--- config.mk ---
export PLATFORM = sky130hd
export DESIGN_NAME = hpram_arbiter
export DESIGN_NICKNAME = d
export VERILOG_FILES = /design/src/rtl/hpram_arbiter_pkg.sv /design/src/rtl/hpram_prio_enc.sv /design/src/rtl/hpram_arbiter.sv
export SDC_FILE = /design/constraint.sdc
export NUM_CORES = 1
export LEC_CHECK = 0
export ABC_CLOCK_PERIOD_IN_PS = 1500
export CORE_ASPECT_RATIO = 1.25
export CORE_MARGIN = 1
export CORE_UTILIZATION = 38
export CTS_BUF_LIST = sky130_fd_sc_hd__clkbuf_4
export CTS_CLUSTER_DIAMETER = 40
export DETAILED_ROUTE_END_ITERATION = 10
export PLACE_DENSITY_LB_ADDON = 0.05
export SYNTH_ARGS = -nofsm -noshare
export SYNTH_HDL_FRONTEND = slang
export SYNTH_SLANG_ARGS = --single-unit
--- constraint.sdc ---
create_clock -name m_clock -period 1.5 [get_ports m_clock]
set_input_delay 0.15 -clock m_clock [delete_from_list [all_inputs] [get_ports m_clock]]
set_output_delay 0.15 -clock m_clock [all_outputs]
set_load 0.005 [all_outputs]
--- src/rtl/hpram_arbiter_pkg.sv ---
// Shared types for the HyperRAM arbiter: FSM state encoding, grant codes
// and default bus widths.
package hpram_arbiter_pkg;

  localparam int ADRS_W_DEF = 22;
  localparam int DATA_W_DEF = 16;

  typedef enum logic [2:0] {
    S_IDLE       = 3'd0,
    S_ISSUE      = 3'd1,
    S_WAIT_START = 3'd2,
    S_WAIT_DONE  = 3'd3,
    S_ACK        = 3'd4
  } state_t;

  typedef enum logic [1:0] {
    GNT_NONE = 2'd0,
    GNT_PPU  = 2'd1,
    GNT_CPU  = 2'd2,
    GNT_LDR  = 2'd3
  } grant_t;

endpackage

--- src/rtl/hpram_prio_enc.sv ---
// Fixed-priority encoder: PPU over CPU over loader, producing a grant code.
module hpram_prio_enc
  import hpram_arbiter_pkg::*;
(
  input  logic   ppu_req,
  input  logic   cpu_req,
  input  logic   ldr_req,
  output grant_t code
);

  always_comb begin
    code = GNT_NONE;
    if (ppu_req)      code = GNT_PPU;
    else if (cpu_req) code = GNT_CPU;
    else if (ldr_req) code = GNT_LDR;
  end

endmodule

--- src/rtl/hpram_arbiter.sv ---
// Shares one HyperRAM controller between PPU, CPU (readers) and the JTAG
// loader (writer); one transfer at a time, never pre-empted.
module hpram_arbiter
  import hpram_arbiter_pkg::*;
#(
  parameter int ADRS_W    = ADRS_W_DEF,
  parameter int DATA_W    = DATA_W_DEF,
  parameter int START_TMO = 4
) (
  input  logic              m_clock,
  input  logic              p_reset,
  input  logic              ppu_req,
  input  logic              cpu_req,
  input  logic              ldr_req,
  input  logic [ADRS_W-1:0] ppu_adrs,
  input  logic [ADRS_W-1:0] cpu_adrs,
  input  logic [ADRS_W-1:0] ldr_adrs,
  input  logic [DATA_W-1:0] ldr_wdata,
  output logic              ppu_ack,
  output logic              cpu_ack,
  output logic              ldr_ack,
  output logic [DATA_W-1:0] rdata,
  output logic              hpram_read,
  output logic              hpram_write,
  output logic [ADRS_W-1:0] hpram_adrs,
  output logic [DATA_W-1:0] hpram_din,
  input  logic [DATA_W-1:0] hpram_dout,
  input  logic              hpram_busy,
  output logic [1:0]        grant
);

  localparam int CNT_W = (START_TMO > 1) ? $clog2(START_TMO) : 1;

  state_t            state_q, state_d;
  grant_t            grant_q, grant_d, win;
  logic [2:0]        ack_q, ack_d;
  logic              read_q, read_d, write_q, write_d;
  logic [ADRS_W-1:0] adrs_q, adrs_d;
  logic [DATA_W-1:0] din_q, din_d, rdata_q, rdata_d;
  logic [CNT_W-1:0]  cnt_q, cnt_d;

  hpram_prio_enc u_prio (
    .ppu_req (ppu_req),
    .cpu_req (cpu_req),
    .ldr_req (ldr_req),
    .code    (win)
  );

  always_comb begin
    state_d = state_q;
    grant_d = grant_q;
    ack_d   = '0;
    read_d  = 1'b0;
    write_d = 1'b0;
    adrs_d  = adrs_q;
    din_d   = din_q;
    rdata_d = rdata_q;
    cnt_d   = cnt_q;
    case (state_q)
      S_IDLE: begin
        if (win != GNT_NONE && !hpram_busy) begin
          state_d = S_ISSUE;
          grant_d = win;
          read_d  = (win != GNT_LDR);
          write_d = (win == GNT_LDR);
          case (win)
            GNT_PPU: adrs_d = ppu_adrs;
            GNT_CPU: adrs_d = cpu_adrs;
            GNT_LDR: begin
              adrs_d = ldr_adrs;
              din_d  = ldr_wdata;
            end
            default: adrs_d = adrs_q;
          endcase
        end
      end
      S_ISSUE: begin
        state_d = S_WAIT_START;
        cnt_d   = '0;
      end
      // Controller may never acknowledge the command; give up waiting after
      // START_TMO cycles so the requester is not hung.
      S_WAIT_START: begin
        if (hpram_busy || cnt_q == CNT_W'(START_TMO - 1)) state_d = S_WAIT_DONE;
        else cnt_d = cnt_q + CNT_W'(1);
      end
      S_WAIT_DONE: begin
        if (!hpram_busy) begin
          state_d = S_ACK;
          case (grant_q)
            GNT_PPU: ack_d = 3'b001;
            GNT_CPU: ack_d = 3'b010;
            GNT_LDR: ack_d = 3'b100;
            default: ack_d = 3'b000;
          endcase
          if (grant_q != GNT_LDR) rdata_d = hpram_dout;
        end
      end
      S_ACK: begin
        state_d = S_IDLE;
        grant_d = GNT_NONE;
      end
      default: begin
        state_d = S_IDLE;
        grant_d = GNT_NONE;
      end
    endcase
  end

  always_ff @(posedge m_clock) begin
    if (p_reset) begin
      state_q <= S_IDLE;
      grant_q <= GNT_NONE;
      ack_q   <= '0;
      read_q  <= 1'b0;
      write_q <= 1'b0;
      adrs_q  <= '0;
      din_q   <= '0;
      rdata_q <= '0;
      cnt_q   <= '0;
    end else begin
      state_q <= state_d;
      grant_q <= grant_d;
      ack_q   <= ack_d;
      read_q  <= read_d;
      write_q <= write_d;
      adrs_q  <= adrs_d;
      din_q   <= din_d;
      rdata_q <= rdata_d;
      cnt_q   <= cnt_d;
    end
  end

  assign ppu_ack     = ack_q[0];
  assign cpu_ack     = ack_q[1];
  assign ldr_ack     = ack_q[2];
  assign hpram_read  = read_q;
  assign hpram_write = write_q;
  assign hpram_adrs  = adrs_q;
  assign hpram_din   = din_q;
  assign rdata       = rdata_q;
  assign grant       = grant_q;

endmodule
==> results.md, run 1 <==
- Number of hold violations in the final report: 0
- Initial cell density of the core: 0.3887
- Maximum level of the CTS H-tree: 3
- Net count reported at finish: 667
- Number of buffers inserted by hold repair at cts: 0
- WHS Path Cells: 2
- Finish-stage setup viols: 0
- Tightest hold margin: 97.89 ps
- Clock Pin Slew Worst Setup and Hold Paths: 110 ps
- Post-route DRC violation count: 0
- Kind of end point of the critical path: register
- Final clock skew: 20.76 ps
- Total wire length: 10,010 µm
- Largest net degree at the start of global routing: 43
- Total count of max-transition violations in the final report: 0
- Worst reg2reg path startpoint: state_q[1]$_SDFFE_PP0P_
- Initial antenna violation count: 0
- Clock tree from TritonCTS: done
- Cells taking the most area after synthesis: dfxtp_1 39%, a311oi_1 5.7%, mux2i_1 5.4%
- Top cell type by total area after synthesis: dfxtp_1
- Row count: 38
- Worst hold path type: in2reg
- Vertical die dimension: 107.2 µm
- Critical path type: reg2reg
- Post-Layout Cell Count: 687
- Buffer depth of the longest clock path: 2
- Measured slew at the worst slew-check pin: 731.0 ps
- Post-Syn Area: 3363 µm²
- Area growth from synthesis to layout: 64.58%
- Hold path startpoint: p_reset
- Max-cap check violation count: 0
- Final worst path period need: 1457 ps
- Worst r2r path cells: 4
- Data arrival time of the critical path: 1730 ps
- Max-slew headroom at the worst pin: 0.5127
- Wire length of the first global-routing pass: 15,930 µm
- Post-Syn Instances: 388
- Residual antenna-violating net count after detailed routing: 0
- GRT Util Overall: 0.2173
- DR vias/cell: 5.274
- Detail Placement HPWL: 7367 µm
- Synthesized area per cell: 8.668 µm²
- Primary flip-flop cell chosen by synthesis mapping: dfxtp_1
- Total clock buffers created by CTS: 9
- Boundary Pins: 165
- Fraction of registers with async set/reset: 0
- FF-to-FF setup slack: 40 ps
- Final Instance Area: 5535 µm²
- Placed cell areas: 5291 µm²
- Library cell with the highest instance count after synthesis: dfxtp_1
- CP Max Fanout: 16
- Final GP Congestion: 0.7781
- Post-Place Cells: 667
- Distinct cell type count of the synthesized netlist: 42
- Number of global-route vias before repair: 3,425
- Number of input and output port buffers inserted: 164
- RSZ-0062 raised after global routing: yes
- Number of antenna cells inserted: 0
- Terminus of the critical flop-to-flop path: hpram_adrs[8]$_SDFFE_PP0P_
- Vias after detailed routing: 3,623
- Final period utilization: 0.9710
- Fraction of final layout cells with drive strength greater than 1: 0.1287
- Fraction of the yosys area taken by sequential cells: 0.3929
- Total core area: 8653 µm²
- Hold-critical path endpoint: hpram_adrs[14]$_SDFFE_PP0P_
- Post-synth net total: 493
- Critical path required time: 1770 ps
- Commonest cells post-synth: 66 x dfxtp_1, 35 x nand2_1, 22 x a21o_1, 22 x a311oi_1, 22 x nand3b_1
- Floorplan die width: 86.15 µm
- CTS sink count: 66
- Library cell used as clock root buffer: clkbuf_4
- Clock latency on the worst-skew pair: 400 ps
- Die Outline Area: 9233 µm²
- Worst vdd rail ir drop: 0.4932 mV
- Timing-limited maximum frequency: 0.6866 GHz
- Total leakage power: 2.023 nW
- Pwr/cell area: 835.8 nW/µm²
- Setup crit start kind: register
- Outcome: complete, no violations
- EDFF count, synth: 0
- Share of Yosys cell area claimed by the top area cell type: 0.3929
- Average detailed-routed wire length per instance: 14.57 µm
- Drt pass-1 iters: 4
- Yosys warns: 0
- Final global-route overflow total: 0
- Register bit total from synthesis: 66
- Initial drt markers: 181
layout make-up:
class,count,area [µm²]
fill,789,3118
timing repair buffer,205,2057
multi-input combinational,275,1812
sequential,66,1331
tap,120,150.1
clock inverter,6,91.34
clock buffer,10,75.07
inverter,5,18.77
routing by layer:
metal / up-vias / track usage / part of all wire
met2: 121 / 0.4048 / 0.54
met5: - / 0 / 0
met1: 1699 / 0.2392 / 0.39
met3: 14 / 0.03926 / 0.051
met4: 0 / 0.08690 / 0.016
li1: 1789 / - / -
worst max path at each step:
stage / start / end / slack [ps]
after floorplan: state_q[2]$_SDFFE_PP0P_ / hpram_adrs[17]$_SDFFE_PP0P_ / 70
after global placement: state_q[2]$_SDFFE_PP0P_ / rdata[7]$_SDFFE_PP0P_ / -160
after detailed placement: cpu_req / hpram_adrs[6]$_SDFFE_PP0P_ / -200
after CTS: state_q[2]$_SDFFE_PP0P_ / hpram_din[0]$_SDFFE_PP0P_ / 3
after global routing: state_q[2]$_SDFFE_PP0P_ / hpram_din[7]$_SDFFE_PP0P_ / -20
final: state_q[1]$_SDFFE_PP0P_ / hpram_adrs[8]$_SDFFE_PP0P_ / 40
state kept, by name, indices dropped and copies added (netlist names), 2 cells and up:
| signal | cells |
|---|---|
| rdata | 16 |
| grant | 2 |
| ack_q | 3 |
| hpram_adrs | 22 |
| cnt_q | 2 |
| state_q | 3 |
| hpram_din | 16 |
where the power goes:
| part | switching, W | internal (W) |
|---|---|---|
| registers | 0.0000720 | 0.00188 |
| clock network | 0.000657 | 0.000701 |
| logic | 0.000532 | 0.000789 |
layout by cell type, fill, tap and decap left out, types with 5 or more instances in the layout:
cell type        instances
o21ai_0                 19
a311oi_1                21
a21oi_1                 19
nand2_1                 35
a22oi_1                 21
nand2b_1                21
buf_12                   7
clkdlybuf4s50_1        160
nor3_1                   5
nor2_1                   7
mux2i_1                 18
a31oi_1                 21
clkbuf_4                10
nand3b_1                22
buf_4                   31
a21o_1                  22
dfxtp_1                 62
nand3_1                 17
logic make-up after synthesis:
logic type               synth area share
AO/OA/AOI/OAI                      0.2649
AND/OR/NAND/NOR                    0.2121
flip-flops                         0.3929
buffers and inverters             0.07291
multiplexers                      0.05357
adder cells (fa/ha/maj)          0.003720
what timing repair did:
item	CTS	global route
setup endpoints to repair	19	39
pin swaps	0	1
gates cloned	0	1
gates resized for setup	6	8
buffers inserted	0	3
stage by stage:
stage               TNS (ps)  setup WS, ps  total power [W]  utilization
finish                     0         43.45         0.004626       0.6397
global route          -46.92        -16.84         0.004878       0.6397
CTS                        0         2.827         0.004661       0.6314
detailed placement     -8721        -203.4         0.003281       0.6115
global placement       -6828        -158.1         0.003257       0.6115
floorplan                  0         72.82         0.002548            -
critical path, cell delays in order (launching register included):
cell	delay (ps)
dfxtp_4	370
or4_4	570
nor2_4	130
buf_12	150
a311oi_1	90
No activity file was read; power rests on OpenSTA's default activity.
==> run 2, diff against run 1 <==
ABC_CLOCK_PERIOD_IN_PS = 1700   (was 1500)
CORE_UTILIZATION = 45   (was 38)
clock period = 1.7 ns   (was 1.5 ns; I/O delays follow)
==> results.md, run 2 (synthesized netlist as in run 1, its figures left out) <==
- Gate power share: 0.263 (-0.023)
- Final period utilization: 0.9548
- DP Worst Slack: -18.10 ps (+185.3 ps)
- Library cell used as clock root buffer: clkbuf_4
- Clock group share of total power: 0.323 (+0.029)
- Critical path required time: 1530 ps (-240 ps)
- Die Outline Area: 7826 µm² (-15%)
- Overall Power: 0.004153 W (-10%)
- Initial cell density of the core: 0.4734 (+0.08474)
- Post-route DRC violation count: 0 (unchanged)
- Total count of max-transition violations in the final report: 0 (unchanged)
- Floorplan die width: 79.33 µm (-7.9%)
- Critical-path cell list: clkdlybuf4s50_1
- Vertical die dimension: 98.66 µm (-8.0%)
- Area growth from synthesis to layout: 58.78%
- Total wire length: 9934 µm (-0.77%)
- Placed cell areas: 5156 µm² (-2.6%)
- Number of input and output port buffers inserted: 164 (unchanged)
- Max reg flops: 22 (unchanged)
- Total clock buffers created by CTS: 9 (unchanged)
- Detail Placement HPWL: 7293 µm (-1.0%)
- Fraction of final layout cells with drive strength greater than 1: 0.09550 (-0.03325)
- CP Max Fanout: 7 (-9)
- Timing-limited maximum frequency: 0.6161 GHz
- Final clock skew: 11.97 ps (-8.789 ps)
- Max-slew headroom at the worst pin: 0.7121 (+0.1995)
- Sw Ratio: 0.2680 (-0.004588)
- Residual antenna-violating net count after detailed routing: 0 (unchanged)
- Pwr/cell area: 777.7 nW/µm² (-7.0%)
- Setup crit start kind: register
- Number of hold violations in the final report: 0 (unchanged)
- Min setup slack post-route: 76.88 ps (+33.43 ps)
- DR vias/cell: 5.623 (+6.6%)
- Worst path buffer plus inverter count: 1 (unchanged)
- Wire length of the first global-routing pass: 16,010 µm (+0.48%)
- Post-cts resize count: 0 (-6)
- Measured slew at the worst slew-check pin: 431.8 ps (-299.2 ps)
- Number of buffers inserted by hold repair at cts: 0 (unchanged)
- Boundary Pins: 165 (unchanged)
- Net count reported at finish: 655 (-1.8%)
- Finish-stage setup viols: 0 (unchanged)
- Number of antenna cells inserted: 0 (unchanged)
- Average detailed-routed wire length per instance: 15.40 µm (+5.7%)
- CTS sink count: 66 (unchanged)
- Number of global-route vias before repair: 3,484 (+1.7%)
- Kind of end point of the critical path: output pin
- Utilization after layout: 0.7517 (+0.1120)
- Final GP Congestion: 0.8429 (+8.3%)
- Internal Dissipation: 0.003040 W (-9.7%)
- Drt pass-1 iters: 6 (+2)
- Clock tree from TritonCTS: done
- Most used cells in the layout excluding fill and tap cells: 163 x clkdlybuf4s50_1, 66 x dfxtp_1, 35 x nand2_1, 25 x buf_4
- RSZ-0062 raised after global routing: no
- Worst vdd rail ir drop: 0.5166 mV (+4.8%)
- Psw: 0.001113 W (-12%)
- Clock Pin Slew Worst Setup and Hold Paths: 110 ps (about the same)
- Final global-route overflow total: 0 (unchanged)
- Max-cap check violation count: 0 (unchanged)
- Initial antenna violation count: 0 (unchanged)
- Critical path's largest stage delay: 550 ps (-20 ps)
- GRT Util Overall: 0.2572 (+0.03990)
- Most common library cell in the layout ignoring fill and taps: clkdlybuf4s50_1
- Largest net degree at the start of global routing: 34 (-21%)
- Slowest library cell on the worst path: clkdlybuf4s50_1
- Initial drt markers: 217 (+20%)
- Total leakage power: 1.917 nW (-5.3%)
- Postcts setup bufs: 0 (unchanged)
- Data arrival time of the critical path: 1450 ps (-280 ps)
- Maximum level of the CTS H-tree: 3 (unchanged)
- Outcome: complete, no violations
- Critical path type: reg2out
- Final Instance Area: 5340 µm² (-3.5%)
- Family with the most delay on the worst path: buffers and inverters
- Total core area: 7104 µm² (-18%)
- Row count: 34 (-11%)
- Buffer depth of the longest clock path: 2 (unchanged)
- Fraction of power consumed by sequential logic: 0.414 (-0.007)
- Vias after detailed routing: 3,627 (+0.11%)
- Worst hold path type: in2reg
- Clock latency on the worst-skew pair: 410 ps (about the same)
- Final worst path period need: 1623 ps
-- run 2: worst paths after layout --
kind	endpoint	depth (start not counted)	from	slack (ps)
setup / recovery	grant[1]	1	grant[1]$_SDFFE_PP0P_	80
setup reg to reg	hpram_adrs[17]$_SDFFE_PP0P_	4	state_q[2]$_SDFFE_PP0P_	250
hold / removal	hpram_adrs[19]$_SDFFE_PP0P_	2	p_reset	120
hold reg to reg	hpram_din[8]$_SDFFE_PP0P_	2	hpram_din[8]$_SDFFE_PP0P_	460
-- run 2: power by group through the flow --
stage	Combinational [W]	Clock, W	Sequential, W
global route	0.00118	0.00143	0.00173
CTS	0.00110	0.00136	0.00172
detailed placement	0.00109	0	0.00175
finish	0.00109	0.00134	0.00172
global placement	0.00107	0	0.00175
floorplan	0.000498	0	0.00175
-- run 2: final cells by class --
class                           count  area (µm²)
Clock inverter                      7       116.4
Clock buffer                        9       67.56
Tap cell                           90       112.6
Sequential cell                    66        1321
Fill cell                         555        1764
Timing Repair Buffer              193        1904
Multi-Input combinational cell    275        1799
Inverter                            5       18.77
-- run 2: metal layers --
metal | part of all wire | global-route usage
met1 | 0.38 | 0.2809
met2 | 0.53 | 0.4655
met3 | 0.073 | 0.07778
met4 | 0.019 | 0.08531
met5 | 0 | 0
-- run 2: through the flow --
step	hold slack [ps]	std cells	setup TNS, ps
after detailed placement	449.6	629	-18.10
after CTS	108.7	645	0
final	115.3	645	0
after global placement	441.2	629	0
after global routing	113.2	645	0
after floorplan	312.1	388	0
